## src/rtl/l2sw_pkg.sv

```systemverilog
// ============================================================================
// l2sw_pkg : shared L2 switch types and constants
// Rev 1.0
// ============================================================================
`default_nettype none

package l2sw_pkg;

    localparam int L2SW_MTU     = 1500;
    localparam int L2SW_N_PORTS = 4;

    typedef enum logic [1:0] {
        IDLE    = 2'd0,
        GRANT   = 2'd1,
        RELEASE = 2'd2
    } arb_state_t;

endpackage

`default_nettype wire

```

## src/rtl/rr_pick.sv

```systemverilog
// ============================================================================
// rr_pick : combinational round-robin picker, search starts at ptr
// Rev 1.0
// ============================================================================
`default_nettype none

module rr_pick #(
    parameter int N = 4,
    localparam int IW = (N > 1) ? $clog2(N) : 1
) (
    input  logic [N-1:0]  req,
    input  logic [IW-1:0] ptr,
    output logic [N-1:0]  winner,
    output logic [IW-1:0] idx,
    output logic          any
);

    logic          w_found;
    logic [IW-1:0] w_cand;

    always_comb begin
        winner  = '0;
        idx     = '0;
        any     = |req;
        w_found = 1'b0;
        w_cand  = '0;
        for (int i = 0; i < N; i++) begin
            w_cand = IW'((int'(ptr) + i) % N);
            if (!w_found && req[w_cand]) begin
                w_found        = 1'b1;
                winner[w_cand] = 1'b1;
                idx            = w_cand;
            end
        end
    end

endmodule

`default_nettype wire

```

## src/rtl/ingress_fifo_arbiter.sv

```systemverilog
// ============================================================================
// ingress_fifo_arbiter : frame-atomic round-robin owner of the header/payload
// FIFO pair. Optional grant watchdog: ARB_WATCHDOG_EN.   Rev 1.0
// ============================================================================
`default_nettype none

module ingress_fifo_arbiter
    import l2sw_pkg::*;
#(
    parameter int N_PORTS     = L2SW_N_PORTS,
    parameter int TIMEOUT_CYC = 16384
) (
    input  logic                       clk,
    input  logic                       rst,
    input  logic [N_PORTS-1:0]         req,
    input  logic [N_PORTS-1:0]         eof,
    input  logic                       H_fifo_afull,
    input  logic                       P_fifo_afull,
    output logic [N_PORTS-1:0]         grant,
    output logic [$clog2(N_PORTS)-1:0] grant_id,
    output logic                       busy,
    output logic                       abort
);

    localparam int IW = $clog2(N_PORTS);

    if (N_PORTS < 2 || N_PORTS > 8 || TIMEOUT_CYC < 1) begin : g_param_check
        $error("ingress_fifo_arbiter: N_PORTS must be 2..8 and TIMEOUT_CYC >= 1");
    end

    arb_state_t         r_state;
    arb_state_t         w_state_nxt;
    logic [IW-1:0]      r_rr_ptr;
    logic [N_PORTS-1:0] w_win;
    logic [IW-1:0]      w_win_idx;
    logic               w_any;
    logic               w_frame_done;
    logic               w_timeout;
    logic [IW-1:0]      w_ptr_after;

    rr_pick #(.N(N_PORTS)) u_rr_pick (
        .req    (req),
        .ptr    (r_rr_ptr),
        .winner (w_win),
        .idx    (w_win_idx),
        .any    (w_any)
    );

    // Only the owner's eof/req matter; a dropped req is an abandoned frame.
    assign w_frame_done = eof[grant_id] || !req[grant_id];
    assign w_ptr_after  = (grant_id == IW'(N_PORTS - 1)) ? '0 : grant_id + 1'b1;

`ifdef ARB_WATCHDOG_EN
    localparam int WD_W = $clog2(TIMEOUT_CYC + 1);
    logic [WD_W-1:0] r_wd_cnt;

    always_ff @(posedge clk) begin
        if (rst || r_state != GRANT) begin
            r_wd_cnt <= '0;
        end else begin
            r_wd_cnt <= r_wd_cnt + 1'b1;
        end
    end

    // Fires on the edge where the count reaches TIMEOUT_CYC.
    assign w_timeout = (r_state == GRANT) && (r_wd_cnt == WD_W'(TIMEOUT_CYC - 1));
`else
    assign w_timeout = 1'b0;
`endif

    always_ff @(posedge clk) begin
        if (rst) begin
            r_state <= IDLE;
        end else begin
            r_state <= w_state_nxt;
        end
    end

    always_comb begin
        w_state_nxt = r_state;
        case (r_state)
            IDLE:    if (w_any && !H_fifo_afull && !P_fifo_afull) w_state_nxt = GRANT;
            GRANT:   if (w_frame_done || w_timeout) w_state_nxt = RELEASE;
            RELEASE: w_state_nxt = IDLE;
            default: w_state_nxt = IDLE;
        endcase
    end

    // The pointer advances on the edge into RELEASE so it is settled before IDLE.
    always_ff @(posedge clk) begin
        if (rst) begin
            grant    <= '0;
            grant_id <= '0;
            busy     <= 1'b0;
            abort    <= 1'b0;
            r_rr_ptr <= '0;
        end else begin
            abort <= 1'b0;
            if (r_state == IDLE && w_state_nxt == GRANT) begin
                grant    <= w_win;
                grant_id <= w_win_idx;
                busy     <= 1'b1;
            end else if (r_state == GRANT && w_state_nxt == RELEASE) begin
                grant    <= '0;
                grant_id <= '0;
                busy     <= 1'b0;
                abort    <= w_timeout && !w_frame_done;
                r_rr_ptr <= w_ptr_after;
            end
        end
    end

endmodule

`default_nettype wire

```

## config.mk

```make
export PLATFORM = sky130hd
export DESIGN_NAME = ingress_fifo_arbiter
export DESIGN_NICKNAME = d
export VERILOG_FILES = /design/src/rtl/l2sw_pkg.sv /design/src/rtl/rr_pick.sv /design/src/rtl/ingress_fifo_arbiter.sv
export SDC_FILE = /design/constraint.sdc
export NUM_CORES = 1
export LEC_CHECK = 0
export BUFFER_PORTS_ARGS = -buffer_cell sky130_fd_sc_hd__buf_4
export CAP_MARGIN = 20
export CORE_MARGIN = 1.5
export CORE_UTILIZATION = 50
export CTS_CLUSTER_DIAMETER = 200
export CTS_CLUSTER_SIZE = 30
export DETAILED_ROUTE_END_ITERATION = 6
export PLACE_DENSITY = 0.85
export SYNTH_ARGS = -nofsm -noshare
export SYNTH_HDL_FRONTEND = slang
export SYNTH_SLANG_ARGS = --single-unit
```

## constraint.sdc

```tcl
create_clock -name clk -period 2.6 [get_ports clk]
set_input_delay 0.13 -clock clk [delete_from_list [all_inputs] [get_ports clk]]
set_output_delay 0.13 -clock clk [all_outputs]
set_load 0.02 [all_outputs]
```

; ---- Word level (Yosys, flattened, before mapping)
; Cells that the tools add are included.
[totals]
register_bits = 11
latchBits = 0
ramBits = 0
romBits = 0
inputBits = 12
output_inout_bits = 8
elab_cells = 89
n_memories = 0
[op_classes]
n_addsub = 4
mul = 0
div = 0
order_cmp = 9
eq_ne = 4
shifts = 0
mux = 41
bitwise = 4
reduce_logical = 22
[ops]
columns = operator, n
row1 = $mux 4, 6
row2 = $mux 2, 9
row3 = $lt 2x3->1 const B, 5
row4 = $mux 1, 15
row5 = $bmux 1 s2, 6
row6 = $or 4x4->4, 3
row7 = $logic_and 1x1->1, 11
row8 = $demux 1 s2, 4
row9 = $ge 2x1->1 const B, 4
row10 = $logic_not 1->1, 6
row11 = $add 2x1->2 const B, 2
row12 = $add 2x2->2 const B, 2
row13 = $eq 2x1->1 const B, 2
row14 = $eq 2x2->1 const B, 2
row15 = $pmux 2 s2, 1
row16 = $reduce_or 4->1, 1
row17 = $logic_not 2->1, 1
row18 = $reduce_and 2->1, 1
row19 = $reduce_bool 2->1, 1
row20 = $logic_or 1x1->1, 1
row21 = $not 1->1, 1

; ---- Longest topological paths before layout
[logic_depth]
ltp_word = 13
depth_mapped = 8
depth_no_buf = 7

; ---- Modules after synthesis
; A second synthesis with hierarchy kept.
[hier_totals]
hier_cells = 95
area_unflattened_um2 = 909.6
[modules_own_cells]
columns = module, instances, cells_each, area_each_um2, seq_area_each_um2
row1 = ingress_fifo_arbiter, 1, 44, 462.9, 220.2
row2 = rr_pick, 1, 51, 446.7, 0.0

; ---- Least setup slack after synthesis
; OpenSTA, ideal clock, no wires.
[synth_path]
path_kind = flip-flop to flip-flop
from = register r_rr_ptr[0]
to = register grant[0]
setup_time_ps = 122
arrival_ps = 2081
required_time_ps = 2478
path_slack_ps = 397
path_stages_with_launch = 8
n_path_buf = 1
synth_period_minus_slack_ps = 2203
path_cell_list = dfxtp_1 > buf_2 > inv_1 > ha_1 > mux4_2 > a221oi_1 > nor3_1 > a221o_1
[synth_via]
elab_chain_cells = 13
word_cells_on_any_way = 48
cone_classes = add/sub (3) / order compare (8) / mux (24) / bitwise (3) / reduce/logical (10)
[synth_lines]
columns = item, line
row1 = from (decl), ingress_fifo_arbiter.sv:33  ; logic [IW-1:0] r_rr_ptr;
row2 = from (signal assigned), ingress_fifo_arbiter.sv:108  ; r_rr_ptr <= w_ptr_after;
row3 = branches (longest 11 deep; another with $lt 2x3->1), n/a
row4 = $mux 4 *, rr_pick.sv:29  ; if (!w_found && req[w_cand]) begin
row5 = $mux 4 *, ingress_fifo_arbiter.sv:99  ; if (r_state == IDLE && w_state_nxt == GRANT) begin
row6 = to (signal assigned), ingress_fifo_arbiter.sv:100  ; grant <= w_win;
row7 = to (decl), ingress_fifo_arbiter.sv:19  ; output logic [N_PORTS-1:0] grant,
; Every way passes the cells marked *. The select of a mux whose other input is x is not followed.
; A chain may end at the register's enable or synchronous reset.

; ---- Final worst setup path
[layout_path]
from = register r_rr_ptr[0]
to = register grant[3]
; The elaborated chain is that of the path after synthesis.

==> flow_metrics.tcl <==
set metrics [dict create \
    clock_path_buffers 2 \
    synth_seq_area_share_pct 25.2 \
    power_mw 0.430 \
    final_util_pct 66.5 \
    final.setup_skew_ns 0.00933 \
    yosysWarnings 0 \
    worst_ep_arrival_time_ns 2.29 \
    grt.overflow.total 0 \
    start_util_pct 55.4 \
    outcome "finished, final reports clean" \
    cts_resized 0 \
    power_density_nw_per_um2 410 \
    hold_violations 0 \
    die_h_um 44.8 \
    grt_util_all_layers_pct 21.5 \
    finalCritPeriodShare_pct 79.8 \
    ys_types 34 \
    rsz0062_at_grt "false" \
    critPathMaxFanout 7 \
    ant_nets 0 \
    drive_above_1_share_pct 29.5 \
    dieArea_um2 2010 \
    die_w_um 44.8 \
    cap_violations 0 \
    first_global_vias 718 \
    syn_to_final_growth_pct 20.1 \
    syn_area_um2 873 \
    worstHoldStart "rst" \
    cts_hold_buf 0 \
    nFillCells 123 \
    setup_tns_ns 0 \
    gp_congestion 0.902 \
    antenna_found_initial 0 \
    fp-row-count 14 \
    required_ns 2.81 \
    htreeDepth 1 \
    fin_crit_ns 2.07 \
    final_common_cell "buf_4" \
    path_clk_slew_ns 0.08 \
    syn-num-nets 111 \
    place_inst 124 \
    insertion_delay_ns 0.28 \
    most-common-layout-cells "buf_4 (20), nor2_1 (13), dfxtp_1 (11), nor2b_1 (7), ha_1 (7)" \
    r2r_start "r_rr_ptr[0]" \
    io_pins 20 \
    avgSynthCellArea_um2 9.49 \
    dpl.hpwl_um 1410 \
    routed_wl_um 1900 \
    criticalPathCategory "reg -> reg" \
    num_vias 787 \
    drc_errors 0 \
    grt_pass1_wl_um 3170 \
    post_cts_buffers 0 \
    ir_drop_mv 0.217 \
    multi_input_comb_area_um2 621 \
    cp-start-kind "register" \
    p_leak_nw 0.425 \
    drtIter0Drc 33 \
    startpoint "r_rr_ptr[0]" \
    synth-seq-cells 11 \
    setup_viol 0 \
    wl_per_cell_um 14.9 \
    cts_buffers 3 \
    nets 132 \
    cts_sinks 11 \
    cts-root-buf "clkbuf_4" \
    tritoncts "done" \
    hp-class "in -> reg" \
    fin_cells 128 \
    grt_max_degree 13 \
    portBuffers 18 \
    seqCellArea_um2 220 \
    netlist_instances 92 \
    drv_slew 0 \
    diodes 0 \
    fmax_ghz 0.482 \
    core_um2 1580 \
    viasPerCell 6.15 \
    end_kind "register" \
    first_pass_iters 4 \
]
synthesized netlist by cell type:
cell	count	area share (%)
a211o_1	1	1.0
a211oi_1	1	0.86
a21o_1	1	0.86
a21oi_1	2	1.1
a221o_1	4	4.6
a221oi_1	4	4.0
a222oi_1	1	1.1
a31oi_1	1	0.72
and4_1	1	1.0
buf_2	2	1.1
buf_4	1	0.86
clkbuf_1	1	0.43
conb_1	1	0.43
dfxtp_1	11	25
ha_1	7	10
inv_1	3	1.3
mux2_2	3	3.9
mux2i_1	6	6.9
mux4_2	4	10
nand2_1	1	0.43
nand3_1	1	0.57
nor2_1	13	5.6
nor2_2	1	0.72
nor2b_1	7	5.0
nor3_1	5	2.9
nor3_2	1	1.1
nor3b_4	1	2.1
nor4_1	1	0.72
o21ai_0	1	0.57
o2bb2ai_1	1	1.0
o31ai_1	1	0.86
or3_1	1	0.72
or4_1	1	0.86
xnor2_1	1	1.0
worst paths after layout:
path,slack (ns),end,depth (start not counted)
setup / recovery,0.53,grant[3],7
hold / removal,0.07,r_state[1],2
setup reg to reg,0.53,grant[3],7
hold reg to reg,0.49,grant[1],1
sequential cells by signal, summed over array words and instances, names as in the netlist:
signal    count
busy          1
r_state       2
grant         4
grant_id      2
r_rr_ptr      2
metal layers:
layer	up-vias	track usage, %	part of all wire [%]
met2	33	31.6	46
met3	4	1.60	4.9
met4	0	12.9	1.8
met5	-	0	0
li1	388	-	-
met1	362	30.8	47
power by group:
group	switching (mW)	leakage [nW]	internal, mW	total [mW]
Combinational	0.0658	0.321	0.0598	0.126
Clock	0.0619	0.0150	0.0595	0.121
Sequential	0.00635	0.0895	0.177	0.183
cells by family after synthesis:
| kind of cell | Yosys count | share of synthesized area [%] |
|---|---|---|
| and+or+nand+nor | 34 | 21.8 |
| AOI/OAI and AO/OA | 18 | 16.8 |
| muxes | 13 | 21.1 |
| DFF | 11 | 25.2 |
| adders and majority gates | 7 | 10.0 |
| buffers and inverters | 7 | 3.72 |
| other | 1 | 0.429 |
| xor gates and xnor gates | 1 | 1.00 |
stage by stage:
| stage | hold slack (ns) | setup WS [ns] | instance area, µm² |
|---|---|---|---|
| floorplan | 0.202 | 0.397 | 873 |
| global placement | 0.360 | 0.636 | 1020 |
| detailed placement | 0.362 | 0.593 | 1020 |
| CTS | 0.0657 | 0.586 | 1050 |
| global route | 0.0816 | 0.421 | 1050 |
| finish | 0.0655 | 0.525 | 1050 |
cell type report:
cell class                 instances  share of cell area [%]
clock buffer                       4                    2.51
inverter                           3                    1.07
multi-input combinational         74                    59.2
sequential                        11                    21.0
tap                               16                    1.91
timing repair buffer              20                    14.3
critical path, stage by stage, from the launching register on:
cell and delay, ns:
dfxtp_1 0.33, inv_1 0.11, ha_1 0.40, mux4_2 0.40, nor2b_1 0.30, a221oi_1 0.14, nor3_1 0.19, a221o_1 0.14
Note: power is estimated with default switching activity, not from simulation.
